--- config.mk ---
export PLATFORM = sky130hd
export DESIGN_NAME = matmul_result_writer
export DESIGN_NICKNAME = d
export VERILOG_FILES = /design/src/rtl/matmul_result_writer_pkg.sv /design/src/rtl/matmul_result_writer.sv
export SDC_FILE = /design/constraint.sdc
export NUM_CORES = 1
export LEC_CHECK = 0
export CAP_MARGIN = 5
export CORE_ASPECT_RATIO = 0.8
export CORE_MARGIN = 3
export CORE_UTILIZATION = 40
export CTS_BUF_LIST = sky130_fd_sc_hd__clkbuf_8
export CTS_CLUSTER_DIAMETER = 100
export DETAILED_ROUTE_END_ITERATION = 8
export GPL_TIMING_DRIVEN = 1
export PLACE_DENSITY = 0.73
export SETUP_SLACK_MARGIN = 0.05
export SYNTH_ARGS = -nofsm -noshare
export SYNTH_HDL_FRONTEND = slang
export SYNTH_SLANG_ARGS = --single-unit
export TNS_END_PERCENT = 50
--- constraint.sdc ---
create_clock -name clk_i -period 4.4 [get_ports clk_i]
set_input_delay 0.88 -clock clk_i [delete_from_list [all_inputs] [get_ports clk_i]]
set_output_delay 0.88 -clock clk_i [all_outputs]
set_load 0.1 [all_outputs]
--- src/rtl/matmul_result_writer_pkg.sv ---
// Shared definitions for the matmul result writer: default widths, the
// matrix-dimension derivation, FSM state encoding and flat-bus slice helpers.
package matmul_result_writer_pkg;

    localparam int DATA_WIDTH_DEF = 8;
    localparam int BUS_WIDTH_DEF  = 16;
    localparam int ADDR_WIDTH_DEF = 8;

    // One result element fills the bus; the array edge is how many operand
    // elements fit in that bus word.
    function automatic int calc_max_dim(input int bus_w, input int data_w);
        return bus_w / data_w;
    endfunction

    typedef enum logic [1:0] {
        ST_IDLE  = 2'd0,
        ST_WRITE = 2'd1,
        ST_DONE  = 2'd2
    } wr_state_e;

    // LSB of element (row,col) on a row-major flat matrix bus.
    function automatic int elem_lsb(input int row, input int col,
                                    input int max_dim, input int bus_w);
        return (row * max_dim + col) * bus_w;
    endfunction

    // Overflow flags are column-major: flag of (row,col) at row + col*max_dim.
    function automatic int flag_idx(input int row, input int col, input int max_dim);
        return row + col * max_dim;
    endfunction

endpackage

--- src/rtl/matmul_result_writer.sv ---
// Writes a captured matrix-multiply result into the scratchpad, one element
// per accepted write, row-major from base_addr. Write handshake: an element is
// transferred on a rising edge where wr_en_o and wr_ready_i are both high;
// while wr_ready_i is low, wr_en_o/wr_addr_o/wr_data_o hold stable.
module matmul_result_writer
    import matmul_result_writer_pkg::*;
#(
    parameter int DATA_WIDTH = DATA_WIDTH_DEF,
    parameter int BUS_WIDTH  = BUS_WIDTH_DEF,
    parameter int ADDR_WIDTH = ADDR_WIDTH_DEF,
    localparam int MAX_DIM   = calc_max_dim(BUS_WIDTH, DATA_WIDTH),
    localparam int NELEM     = MAX_DIM * MAX_DIM
) (
    input  logic                        clk_i,
    input  logic                        rst_i,
    input  logic                        finish_mul_i,
    input  logic [NELEM*BUS_WIDTH-1:0]  c_matrix_i,
    input  logic [NELEM-1:0]            flags_i,
    input  logic [1:0]                  n_dim_i,
    input  logic [1:0]                  m_dim_i,
    input  logic [ADDR_WIDTH-1:0]       base_addr_i,
    input  logic                        wr_ready_i,
    output logic                        wr_en_o,
    output logic [ADDR_WIDTH-1:0]       wr_addr_o,
    output logic [BUS_WIDTH-1:0]        wr_data_o,
    output logic [NELEM-1:0]            flags_o,
    output logic                        finish_write_o,
    output logic                        busy_o
);

    wr_state_e                    state_q, state_d;
    logic [1:0]                   row_q, row_d;
    logic [1:0]                   col_q, col_d;
    logic [NELEM*BUS_WIDTH-1:0]   c_matrix_q, c_matrix_d;
    logic [NELEM-1:0]             flags_q, flags_d;
    logic [1:0]                   n_dim_q, n_dim_d;
    logic [1:0]                   m_dim_q, m_dim_d;
    logic [ADDR_WIDTH-1:0]        base_q, base_d;

    logic [NELEM-1:0]             active_mask;

    // Active-region mask for the incoming dimensions, in flag bit order.
    always_comb begin
        active_mask = '0;
        for (int r = 0; r < MAX_DIM; r++) begin
            for (int c = 0; c < MAX_DIM; c++) begin
                active_mask[flag_idx(r, c, MAX_DIM)] =
                    (r <= int'(n_dim_i)) && (c <= int'(m_dim_i));
            end
        end
    end

    // State and captured-operand registers; reset clears everything at once.
    always_ff @(posedge clk_i or posedge rst_i) begin
        if (rst_i) begin
            state_q    <= ST_IDLE;
            row_q      <= '0;
            col_q      <= '0;
            c_matrix_q <= '0;
            flags_q    <= '0;
            n_dim_q    <= '0;
            m_dim_q    <= '0;
            base_q     <= '0;
        end else begin
            state_q    <= state_d;
            row_q      <= row_d;
            col_q      <= col_d;
            c_matrix_q <= c_matrix_d;
            flags_q    <= flags_d;
            n_dim_q    <= n_dim_d;
            m_dim_q    <= m_dim_d;
            base_q     <= base_d;
        end
    end

    // Next-state: capture in IDLE, walk row-major on accepted writes, then
    // park in DONE until the multiplier withdraws finish_mul_i.
    always_comb begin
        state_d    = state_q;
        row_d      = row_q;
        col_d      = col_q;
        c_matrix_d = c_matrix_q;
        flags_d    = flags_q;
        n_dim_d    = n_dim_q;
        m_dim_d    = m_dim_q;
        base_d     = base_q;
        case (state_q)
            ST_IDLE: begin
                if (finish_mul_i) begin
                    c_matrix_d = c_matrix_i;
                    flags_d    = flags_i & active_mask;
                    n_dim_d    = n_dim_i;
                    m_dim_d    = m_dim_i;
                    base_d     = base_addr_i;
                    row_d      = '0;
                    col_d      = '0;
                    state_d    = ST_WRITE;
                end
            end
            ST_WRITE: begin
                if (wr_ready_i) begin
                    if (col_q == m_dim_q) begin
                        col_d = '0;
                        if (row_q == n_dim_q) begin
                            state_d = ST_DONE;
                        end else begin
                            row_d = row_q + 2'd1;
                        end
                    end else begin
                        col_d = col_q + 2'd1;
                    end
                end
            end
            ST_DONE: begin
                if (!finish_mul_i) begin
                    state_d = ST_IDLE;
                end
            end
            default: begin
                state_d = ST_IDLE;
            end
        endcase
    end

    // Write port: address/element mux from the counters, forced to zero
    // whenever no write is requested.
    always_comb begin
        wr_en_o   = 1'b0;
        wr_addr_o = '0;
        wr_data_o = '0;
        if (state_q == ST_WRITE) begin
            wr_en_o   = 1'b1;
            // Sum is truncated to ADDR_WIDTH, so addresses wrap past the top.
            wr_addr_o = base_q
                      + ADDR_WIDTH'(row_q) * (ADDR_WIDTH'(m_dim_q) + ADDR_WIDTH'(1))
                      + ADDR_WIDTH'(col_q);
            for (int r = 0; r < MAX_DIM; r++) begin
                for (int c = 0; c < MAX_DIM; c++) begin
                    if ((int'(row_q) == r) && (int'(col_q) == c)) begin
                        wr_data_o = c_matrix_q[elem_lsb(r, c, MAX_DIM, BUS_WIDTH) +: BUS_WIDTH];
                    end
                end
            end
        end
    end

    assign flags_o        = flags_q;
    assign finish_write_o = (state_q == ST_DONE);
    assign busy_o         = (state_q != ST_IDLE);

endmodule

# Word-level counts from Yosys, hierarchy flattened
# Index checks and enable logic that the tools add are counted.
dict set report classes {
  muxes 21
  multipliers 1
  add_sub_neg 5
  n_lt_le_gt_ge 2
  div 0
  n_bitwise 1
  shifts 0
  reduce_logical 14
  eq_ne 12
}
# op n
set op_table {}
lappend op_table {{$mux 16} 5}
lappend op_table {{$mux 2} 11}
lappend op_table {{$ne 2x2->1 const B} 6}
lappend op_table {{$reduce_and 5->1} 2}
lappend op_table {{$add 8x2->8} 1}
lappend op_table {{$add 8x5->8} 1}
lappend op_table {{$mux 8} 1}
lappend op_table {{$pmux 2 s2} 2}
lappend op_table {{$eq 2x2->1 const B} 3}
lappend op_table {{$logic_not 2->1} 3}
lappend op_table {{$pmux 2 s3} 1}
lappend op_table {{$logic_and 1x1->1} 5}
lappend op_table {{$mul 2x3->5} 1}
lappend op_table {{$add 2x1->2 const B} 2}
lappend op_table {{$and 4x4->4} 1}
lappend op_table {{$eq 2x2->1} 2}
lappend op_table {{$le 1x2->1 const A} 2}
lappend op_table {{$reduce_bool 2->1} 2}
lappend op_table {{$add 2x1->3 const B} 1}
lappend op_table {{$reduce_and 3->1} 1}
lappend op_table {{$eq 2x1->1 const B} 1}
lappend op_table {{$reduce_and 2->1} 1}
lappend op_table {{$mux 1} 1}
dict set report totals {
  word_cells 64
  romBits 0
  memories 0
  ramBits 0
  in_bits 84
  output_inout_bits 31
  latch_bits 0
  reg_bits 86
}

# Longest topological paths before layout
dict set report logic_depth {
  depth_word 7
  ltp_mapped 13
  depth_no_buf 13
}

# Least setup slack after synthesis
# No wires, ideal clock.
dict set report synth_path {
  path_kind {reg-to-output}
  startpoint {register m_dim_q[0]}
  endpoint {output port wr_addr_o[7]}
  path_buffers 0
  required_ns 3.520
  setup_slack_ns -1.363
  stages_incl_launch_ff 13
  arrival_ns 4.883
  path_cell_list {dfrtp_1 -> ha_1 -> nand2_1 -> fa_1 -> fa_1 -> inv_1 -> ha_1 -> inv_1 -> fa_1 -> nor2b_1 -> o2111ai_1 -> nand3_1 -> nor3b_1}
}
dict set report synth_via {
  elab_chain_cells 5
}
# item line_no
set synth_rtl {}
lappend synth_rtl {{start: declaration} matmul_result_writer.sv:37} ;# logic [1:0] m_dim_q, m_dim_d;
lappend synth_rtl {{start signal: assignment} matmul_result_writer.sv:71} ;# m_dim_q <= m_dim_d;
lappend synth_rtl {{$add 2x1->3} matmul_result_writer.sv:135} ;# + ADDR_WIDTH'(row_q) * (ADDR_WIDTH'(m_dim_q) + ADDR_WIDTH'(1))
lappend synth_rtl {{$mul 2x3->5} matmul_result_writer.sv:135}
lappend synth_rtl {{$add 8x5->8} matmul_result_writer.sv:135}
lappend synth_rtl {{$add 8x2->8} matmul_result_writer.sv:136} ;# + ADDR_WIDTH'(col_q);
lappend synth_rtl {{$mux 8} matmul_result_writer.sv:131} ;# if (state_q == ST_WRITE) begin
lappend synth_rtl {{end: declaration} matmul_result_writer.sv:24} ;# output logic [ADDR_WIDTH-1:0] wr_addr_o,
# No other way between the ends.

# Final worst setup path
# Ends and elaborated chain as after synthesis.

==> results.yml <==
setup_path:
  r2r-end: "m_dim_q[0]$_DFFE_PP0P_"
  rrSetupSlack_ns: 2.24
  crit_fanout: 2
  rr_startpoint: "state_q[1]$_DFFE_PP0P_"
  start_kind: "flip-flop"
  cp.arrival_ns: 3.64
  required_ns: 3.52
  max_stage_delay_ns: 0.53
  crit_type: "reg -> out"
  r2r_cells: 5
  worstSetupStartpoint: "m_dim_q[0]$_DFFE_PP0P_"
  worstSetupEndpoint: "wr_addr_o[7]"
  cp-end-kind: "output port"
  crit_path_cell_trace: "ha_4, nand2_2, fa_1, fa_1, inv_1, ha_2, inv_2, fa_2, nor2b_4, o2111ai_2, nand3_1, nor3b_4, buf_12"
  crit_top_cell: "fa_1"
  cp_slowest_cell: "fa_1"
sta:
  max_freq_mhz: 221.3
  rsz0062_at_grt: "true"
  fin_skew_ns: 0.01310
  slew_headroom: 0.3147
  hold_viol_final: 0
  final-setup-viol-count: 2
  fin_crit_sh: 1.027
  period_needed_ns: 4.518
  setup_ws_ns: -0.1181
  maxSlewViolCount: 0
  tightestPinTransition_ns: 1.024
cts:
  clk_pin_slew_ns: 0.09
  clock_path_buffers: 2
  htreeDepth: 3
  clkSinkCount: 86
  cts_made_buffers: 9
  cts_tree: "built"
  clock_latency_ns: 0.37
  cts_root_buf: "clkbuf_8"
  hold_buffers: 0
final_layout:
  drive_above_1_share: 0.1072
  synthToLayoutAreaGrowth_pct: 34.26
  final_common_cell: "nand2_1"
  diodes: 0
  nFillCells: 992
  final_cell_mix: "nand2_1 (253), clkdlybuf4s50_1 (89), dfrtp_1 (86), o21ai_0 (31), buf_4 (28)"
  design_area_um2: 6016
  nets: 753
yosys:
  syn_inst: 546
  synth_fp_nets: 650
  synth_top_flop_cell: "dfrtp_1"
  yosysWarnings: 0
  netlist_area_um2: 4481
  synth_cell_type_count: 40
  ys_async_sr_fraction: 1.000
  yosysSeqAreaShare: 0.4803
  avgSynthCellArea_um2: 8.206
  synth-seq-cells: 86
  synth-edff-count: 0
place:
  placed_area_um2: 5738
  routabilityCongestion: 0.8239
  port_buffers: 114
  dp.final_hpwl_mm: 8.742
  dpl_worst_slack_ns: 0.1044
route:
  drtIter0Drc: 243
  vias: 4015
  vias_per_cell: 5.063
  drc: 0
  first_pass_iters: 6
  drt-total-wl_mm: 12.52
  drtAntennaViolNets: 0
  avgRoutedWirePerCell_um: 15.78
floorplanning:
  core_um2: 10570
  fp.dieW_um: 124.3
  rows: 33
  chipHeight_um: 100.7
  die_area_um2: 12520
  initial_core_util: 0.4239
  ioPinCount: 115
grt:
  grt_pass1_vias: 4032
  grt_pass1_wl_mm: 20.62
  grt_remaining_overflow: 0
  grt_use_total: 0.2054
  antenna_found_initial: 0
  grt_max_degree: 54
status:
  status: "finished with violations"
  violations: "setup timing"
flow_run:
  maxCapViolations: 0
worst_hold_path:
  min_path_type: "reg -> reg"
## cell families after synthesis
kind of cell             Yosys count  synth area share
XOR/XNOR                           6           0.01173
flip-flops                        86            0.4803
adder cells (fa/ha/maj)           20           0.06255
multiplexers                       1          0.002234
AO/OA/AOI/OAI                     93            0.1340
AND/OR/NAND/NOR                  292            0.2608
buffers and inverters             48           0.04831
## sequential cells by signal, summed over array words and instances, names as in the netlist
| signal | count |
|---|---|
| c_matrix_q | 64 |
| base_q | 8 |
| flags_o | 4 |
| col_q | 2 |
| m_dim_q | 2 |
| n_dim_q | 2 |
| row_q | 2 |
| state_q | 2 |
## per-stage QoR
stage | hold WS (ns) | utilization | TNS, ns | instances
6_report | 0.4757 | 0.5691 | -0.2328 | 793
3_3_place_gp | 0.4526 | 0.5429 | 0 | 774
3_5_place_dp | 0.4572 | 0.5429 | 0 | 774
2_1_floorplan | 0.4404 | - | -0.4384 | 546
4_1_cts | 0.4788 | 0.5646 | -0.2005 | 792
5_1_grt | 0.4987 | 0.5691 | -0.4451 | 793
## how the worst min path moves through the flow
stage,endpoint,slack (ns),from,cells after the start
floorplan,c_matrix_q[32]$_DFFE_PP0P_,0.44,c_matrix_q[32]$_DFFE_PP0P_,2
global route,c_matrix_q[37]$_DFFE_PP0P_,0.50,c_matrix_q[37]$_DFFE_PP0P_,2
CTS,c_matrix_q[37]$_DFFE_PP0P_,0.48,c_matrix_q[37]$_DFFE_PP0P_,2
global placement,c_matrix_q[33]$_DFFE_PP0P_,0.45,c_matrix_q[33]$_DFFE_PP0P_,2
detailed placement,c_matrix_q[37]$_DFFE_PP0P_,0.46,c_matrix_q[37]$_DFFE_PP0P_,2
finish,c_matrix_q[37]$_DFFE_PP0P_,0.48,c_matrix_q[37]$_DFFE_PP0P_,2
## cell type report
class,count,area [um^2],share of cell area
clock inverters,6,63.81,0.01061
clock buffers,9,123.9,0.02059
well taps,140,175.2,0.02912
inverters,16,63.81,0.01061
flip-flops and latches,86,2152,0.3577
multi-input cells,412,2205,0.3665
repair buffers,124,1232,0.2049
## worst max-delay path: cells and delay by family, from the launching register on
family | cells | cell delay, ns
simple gates | 4 | 0.53
buf+inv | 3 | 0.33
fa+ha+maj | 5 | 1.83
compound gates | 1 | 0.14
flops | 1 | 0.43
## metal layers
| layer | GRT usage | routed length (um) | vias up |
|---|---|---|---|
| met1 | 0.2735 | 5696 | 1897 |
| met2 | 0.3310 | 5819 | 134 |
| li1 | - | - | 1970 |
| met3 | 0.05350 | 808 | 14 |
| met5 | 0 | 0 | - |
| met4 | 0.06655 | 191 | 0 |
## cells in the mapped netlist (4+ instances only)
cell type | count | area share
a21o_1 | 18 | 0.030
a22oi_1 | 16 | 0.027
and2_1 | 7 | 0.0098
buf_2 | 5 | 0.0056
clkbuf_1 | 22 | 0.018
dfrtp_1 | 86 | 0.48
fa_1 | 4 | 0.018
ha_1 | 16 | 0.045
inv_1 | 15 | 0.013
nand2_1 | 255 | 0.21
nor2_1 | 9 | 0.0075
nor2b_1 | 4 | 0.0056
nor3_1 | 5 | 0.0056
nor3b_1 | 4 | 0.0067
o21ai_0 | 32 | 0.036
o21ai_1 | 10 | 0.011
xor2_1 | 4 | 0.0078
## timing repair
action                     CTS  global route
setup buffers                3             1
pin swaps                    2             5
gates resized for setup      5             8
setup endpoints to repair    2             2
Power is left out: the tool's default activity adds up to more than one toggle a clock period on the data nets, which glitch-free logic cannot reach.
